### src/rtl/uart_tx_frame.sv
// UART frame transmitter: one DATA_WIDTH-bit word per handshake, sent as 8N1 bytes
// with optional header, selectable byte order and optional additive checksum.
module uart_tx_frame #(
   parameter int         CLK_FREQ    = 50_000_000,
   parameter int         BAUD        = 115200,
   parameter int         DATA_WIDTH  = 19,
   parameter bit         MSB_FIRST   = 1'b0,
   parameter bit         HEADER_EN   = 1'b1,
   parameter logic [7:0] HEADER_BYTE = 8'hA5,
   parameter bit         CHECKSUM_EN = 1'b1
) (
   input  logic                  sys_clk,
   input  logic                  sys_rst_n,
   input  logic                  tx_valid,
   input  logic [DATA_WIDTH-1:0] tx_data,
   output logic                  tx_ready,
   output logic                  busy,
   output logic                  frame_done,
   output logic                  uart_tx
);

   localparam int BIT_CYCLES = CLK_FREQ / BAUD;
   localparam int NBYTES     = (DATA_WIDTH + 7) / 8;
   localparam int HDR        = HEADER_EN ? 1 : 0;
   localparam int CKS        = CHECKSUM_EN ? 1 : 0;
   localparam int NFRAME     = NBYTES + HDR + CKS;
   localparam int CW         = $clog2(BIT_CYCLES);
   localparam int BYW        = (NFRAME > 1) ? $clog2(NFRAME) : 1;
   localparam logic [CW-1:0]  BAUD_LAST = CW'(BIT_CYCLES - 1);
   localparam logic [BYW-1:0] BYTE_LAST = BYW'(NFRAME - 1);

   typedef enum logic [1:0] {IDLE, START, DATA, STOP} state_t;

   state_t                  state_q, state_d;
   logic [CW-1:0]           baud_q;
   logic [2:0]              bit_q;
   logic [BYW-1:0]          byte_q;
   logic [NBYTES-1:0][7:0]  pay_q;
   logic [7:0]              csum_q, csum_d;
   logic [NBYTES*8-1:0]     ext;
   logic [7:0]              cur_byte;
   logic                    accept, baud_end, last_byte;
   logic                    line_d, done_d, uart_tx_q, done_q;

   assign accept    = tx_valid && (state_q == IDLE);
   assign baud_end  = (baud_q == BAUD_LAST);
   assign last_byte = (byte_q == BYTE_LAST);

   // Zero-extend the payload and sum its bytes at acceptance time
   always_comb begin
      ext = '0;
      ext[DATA_WIDTH-1:0] = tx_data;
      csum_d = '0;
      for (int i = 0; i < NBYTES; i++) csum_d = csum_d + ext[8*i +: 8];
   end

   // Frame byte currently on the wire: header, payload (ordered), then checksum
   always_comb begin
      int p;
      cur_byte = csum_q;
      p = int'(byte_q) - HDR;
      if (HEADER_EN && byte_q == '0) cur_byte = HEADER_BYTE;
      else
         for (int i = 0; i < NBYTES; i++)
            if (p == (MSB_FIRST ? NBYTES - 1 - i : i)) cur_byte = pay_q[i];
   end

   always_ff @(posedge sys_clk or negedge sys_rst_n) begin
      if (!sys_rst_n) begin
         state_q   <= IDLE;
         uart_tx_q <= 1'b1;
         done_q    <= 1'b0;
      end else begin
         state_q   <= state_d;
         uart_tx_q <= line_d;
         done_q    <= done_d;
      end
   end

   always_comb begin
      state_d = state_q;
      case (state_q)
         IDLE:    if (accept)                    state_d = START;
         START:   if (baud_end)                  state_d = DATA;
         DATA:    if (baud_end && bit_q == 3'd7) state_d = STOP;
         STOP:    if (baud_end)                  state_d = last_byte ? IDLE : START;
         default:                                state_d = IDLE;
      endcase
   end

   always_comb begin
      line_d = 1'b1;
      done_d = 1'b0;
      case (state_q)
         START:   line_d = 1'b0;
         DATA:    line_d = cur_byte[bit_q];
         STOP:    done_d = baud_end && last_byte;
         default: ;
      endcase
   end

   always_ff @(posedge sys_clk or negedge sys_rst_n) begin
      if (!sys_rst_n) begin
         baud_q <= '0;
         bit_q  <= '0;
         byte_q <= '0;
         pay_q  <= '0;
         csum_q <= '0;
      end else if (accept) begin
         baud_q <= '0;
         bit_q  <= '0;
         byte_q <= '0;
         pay_q  <= ext;
         csum_q <= csum_d;
      end else if (state_q != IDLE) begin
         baud_q <= baud_end ? '0 : baud_q + 1'b1;
         if (state_q == DATA && baud_end) bit_q <= bit_q + 1'b1;
         if (state_q == STOP && baud_end) byte_q <= last_byte ? '0 : byte_q + 1'b1;
      end
   end

   assign tx_ready   = (state_q == IDLE);
   assign busy       = ~tx_ready;
   assign frame_done = done_q;
   assign uart_tx    = uart_tx_q;

endmodule
### config.mk
export PLATFORM = sky130hd
export DESIGN_NAME = uart_tx_frame
export DESIGN_NICKNAME = d
export VERILOG_FILES = /design/src/rtl/uart_tx_frame.sv
export SDC_FILE = /design/constraint.sdc
export NUM_CORES = 1
export LEC_CHECK = 0
export CORE_MARGIN = 2
export CORE_UTILIZATION = 35
export DETAILED_ROUTE_END_ITERATION = 7
export HOLD_SLACK_MARGIN = 0.08
export PLACE_DENSITY = 0.51
export SYNTH_ARGS = -nofsm -noshare
export SYNTH_HDL_FRONTEND = slang
export SYNTH_SLANG_ARGS = --single-unit
### constraint.sdc
create_clock -name sys_clk -period 4.95 [get_ports sys_clk]
set_input_delay 0.7425 -clock sys_clk [delete_from_list [all_inputs] [get_ports sys_clk]]
set_output_delay 0.7425 -clock sys_clk [all_outputs]
set_load 0.02 [all_outputs]
Word-level counts from Yosys, hierarchy flattened
Cells that the tools add are included.
- register bits: 46
- input port bits: 22
- output and inout bits: 4
- word-level logic and storage cells: 69
- add/subtract/negate cells: 6
- $lt $le $gt $ge: 1
- equality and inequality tests: 12
- multiplexer cells: 24
- bitwise operators: 1
- reductions and logical operators: 15
- operators by type and width (operator ; count):
    $logic_not A32 Y1 ; 1
    $mux W8 ; 4
    $mux W9 ; 3
    $mux W3 ; 7
    $add A9 B1 Y9 const B ; 1
    $eq A9 B9 Y1 const B ; 1
    $add A8 B3 Y8 ; 1
    $add A8 B8 Y8 ; 1
    $mux W2 ; 4
    $pmux W2 S4 ; 1
    $reduce_bool A2 Y1 ; 4
    $add A3 B1 Y3 const B ; 2
    $eq A3 B3 Y1 const B ; 2
    $ne A2 B2 Y1 const B ; 3
    $logic_and A1 B1 Y1 ; 5
    $eq A2 B2 Y1 const B ; 2
    $eq A4 B2 Y1 const B ; 1
    $eq A4 B3 Y1 const B ; 1
    $lt A3 B4 Y1 const B ; 1
    $reduce_and A2 Y1 ; 2
    $reduce_and A4 Y1 ; 1
    $sub A3 B1 Y4 const B ; 1
    $bmux W1 S3 ; 1
    $logic_not A3 Y1 ; 1
    6 further kinds ; 8

Depth between registers and ports, before layout
- depth in word-level cells: 9
- mapped depth: 12
- mapped depth without buffers: 12

Worst setup path before layout
OpenSTA, ideal clock, no wires.
- path kind: input-to-reg
- start point: input tx_data[1]
- end point: register csum_q[7]
- setup time: 0.135 ns
- data arrival time: 2.469 ns
- path slack: 2.346 ns
- stages: 10
- path buffers: 0
- path through: fa_1 > ha_1 > inv_1 > fa_1 > inv_1 > a21oi_1 > o21bai_1 > a31oi_1 > xnor2_1 > o21ai_0
- word-level cells in the longest chain between the ends: 2
- RTL lines (item ; line ; source):
    start: declaration ; 15 ; input logic [DATA_WIDTH-1:0] tx_data,
    $add A8 B8 Y8 ; 54 ; for (int i = 0; i < NBYTES; i++) csum_d = csum_d + ext[8*i +: 8];
    $add A8 B3 Y8 ; 54 ;
    end signal: assignment ; 114 ; csum_q <= csum_d;
    end: declaration ; 39 ; logic [7:0] csum_q, csum_d;
No other way between the ends.
A chain may end at the register's enable or synchronous reset.

Final worst setup path
Ends and elaborated chain as after synthesis.

==> results.toml <==
[clock_network]
postCtsResizedCells = 0
clock_tree.buffer_depth = 2
cts_tree = "done"
clk_transition_reported_paths_ns = 0.09
cts.sinks = 46
cts_setup_buffers = 0
ctsHtreeMaxLevel = 2
postCtsHoldBufs = 0
numCtsBuffers = 5
clk_latency_ns = 0.30
cts_root_buffer = "clkbuf_8"

[logic_synthesis]
async_flop_share = 1.00
yosysTopAreaCell = "dfrtp_1"
synth_area_leaders = "dfrtp_1 38%, ha_1 10%, mux2_2 6.5%, o21ai_0 5.4%, nand2_1 4.3%"
mappedNetlistArea_sq_um = 2940
synth_cells = 310
ys_ff_latch = 46
yosys.cell_count.top_type = "dfrtp_1"
synth_edf_count = 0
synth_sequential_area_ratio = 0.392
netlist_top_cells_count = "45 x dfrtp_1, 34 x nand2_1, 32 x o21ai_0, 24 x ha_1, 22 x inv_1"
syn-num-nets = 360
yosysWarnings = 0
syn_avg_cell_area_sq_um = 9.49
synthFlopType = "dfrtp_1"
synth_top_area_frac = 0.383
synth.distinct_cells = 52

[sta]
hold_viol_final = 0
worst-slew-pin-transition_ns = 0.708
hold_ws_ns = 0.497
maxClockFrequency_mhz = 347
rsz0062_at_grt = "false"
max_slew_margin = 0.526
period_share = 0.582
setup_viol = 0
timing.final.crit_period_ns = 2.88
drv_slew = 0
tns_ns = 0
clock_skew_ns = 0.0151

[power]
swShare = 0.354
pwr-share-comb = 0.371
power.leakage_nw = 1.45
power.switching_uw = 511
internal_power_uw = 933
ir_drop_v = 0.000161
powerDensity_nw_per_um2 = 425
pwr-share-seq = 0.431
power_frac_clock = 0.198

[setup_path]
crit_path_max_incr_delay_ns = 0.55
slowest_stage = "fa_1"
crit_required_ns = 5.12
start_kind = "input port"
path_max_fanout = 2
path_buf_inv = 3
cp-end-kind = "flop"
cp_cell_sequence = "clkdlybuf4s50_1 -> fa_1 -> ha_1 -> inv_1 -> fa_1 -> inv_1 -> a21oi_1 -> o21bai_1 -> a31oi_1 -> xnor2_1 -> o21ai_0"
cp_top_family = "adder cells"
crit_type = "input port to flop"
cp_data_arrival_time_ns = 3.05

[cells_and_area]
nets = 383
drive_gt1_frac = 0.111
regArea_sq_um = 1150
stdcell_count = 439
num_antenna_cells = 0
final_util = 0.416
multi_input_comb_area_sq_um = 1660
fillers = 837
syn2layout_area_growth_pct = 15.5

[placement]
placed_cells = 431
portBuffers = 25
dpl.hpwl_mm = 4.43
gp_congestion = 0.832

[drt]
dr.pass1.iters = 4
drc_errors = 0
drt_iter0_markers = 80
wirelength_mm = 6.19
viasPerCell = 5.15
detail_route.wl_per_cell_um = 14.1
via_count = 2259
ant_nets = 0

[global_route]
overflow = 0
grt_pass1_wl_mm = 10.5
track_usage = 0.145
grt_max_degree = 47
first_global_vias = 2195
antenna_found_initial = 0

[floorplanning]
num_rows = 33
start_util = 0.360
dieWidth_um = 95.7
ios = 26
die_area_sq_um = 9160
core_area_sq_um = 8180
die_h_um = 95.7

[flow_run]
max-cap-violations = 0

[status]
outcome = "finished, final reports clean"

[min_path]
hp-class = "flop to flop"
-- placed cells by master (no fill, tap or decap), types with 4 or more instances in the layout --
cell             instances
xnor2_1                  4
a21oi_1                 14
ha_1                    24
fa_1                     4
o21ai_0                 32
nand3_1                  4
mux2i_1                  5
xor2_1                   4
clkdlybuf4s50_1         24
nand2_1                 34
o22ai_1                  4
nand2b_1                 7
clkbuf_8                 5
a31oi_1                  4
dfrtp_1                 45
mux2_2                  17
inv_1                   22
nor2b_1                  4
nor2_1                  19
nor4_1                   5
-- through the flow --
stage               setup slack (ns)  total power [mW]  area [sq um]
finish                          2.07              1.44          3400
global route                    1.88              1.57          3400
CTS                             2.06              1.47          3400
detailed placement              1.73              1.17          3290
global placement                1.75              1.16          3290
floorplan                       2.35              1.01          2940
-- layout make-up --
cell class              instances  share of cell area
flip-flops and latches         46               0.339
well taps                     105              0.0386
multi-input cells             231               0.489
inverters                      22              0.0243
repair buffers                 27              0.0766
clock buffers                   6              0.0213
clock inverters                 2              0.0110
-- worst paths after layout --
path	startpoint	endpoint	slack (ns)	cells past startpoint
setup / recovery	tx_data[1]	csum_q[7]$_DFFE_PN0P_	2.07	11
hold / removal	pay_q[8]$_DFFE_PN0P_	pay_q[8]$_DFFE_PN0P_	0.50	2
setup reg to reg	byte_q[1]$_DFFE_PN0P_	uart_tx$_DFF_PN1_	2.52	8
hold reg to reg	pay_q[8]$_DFFE_PN0P_	pay_q[8]$_DFFE_PN0P_	0.50	2
max in group asynchronous	sys_rst_n	byte_q[0]$_DFFE_PN0P_	4.00	2
min in group asynchronous	sys_rst_n	baud_q[3]$_DFFE_PN0N_	0.53	2
-- tightest hold or removal path: cells and delay by family (launching register included) --
kind / cells / cell delay [ns]
flops: 1 / 0.35
simple gates: 1 / 0.04
compound gates: 1 / 0.07
-- metal layers --
layer / wire (um) / vias up / GRT usage / share of wire
li1: - / 1133 / - / -
met2: 2870 / 40 / 0.237 / 0.46
met5: 0 / - / 0 / 0
met4: 65 / 0 / 0.0393 / 0.011
met1: 3070 / 1080 / 0.198 / 0.50
met3: 186 / 6 / 0.0282 / 0.030
-- logic make-up (layout without fill, tap and decap cells) --
family,after synthesis,after routing,synth area share
compound gates,81,81,0.173
mux,22,22,0.0821
simple gates,92,92,0.156
flops,46,46,0.392
fa+ha+maj,28,28,0.129
xor+xnor,8,8,0.0238
buf+inv,33,57,0.0434
-- flip-flops by register name, indices dropped and copies added (netlist names) --
| register | count |
|---|---|
| baud_q | 9 |
| bit_q | 3 |
| byte_q | 3 |
| csum_q | 8 |
| frame_done | 1 |
| pay_q | 19 |
| state_q | 2 |
| uart_tx | 1 |
-- power groups by stage --
stage                     clock network, mW  logic [mW]  registers [mW]
after floorplan                           0       0.409           0.597
final                                 0.286       0.536           0.622
after global routing                  0.310       0.619           0.643
after CTS                             0.297       0.545           0.624
after global placement                    0       0.536           0.627
after detailed placement                  0       0.543           0.631
Note: power is estimated with default switching activity, not from simulation.
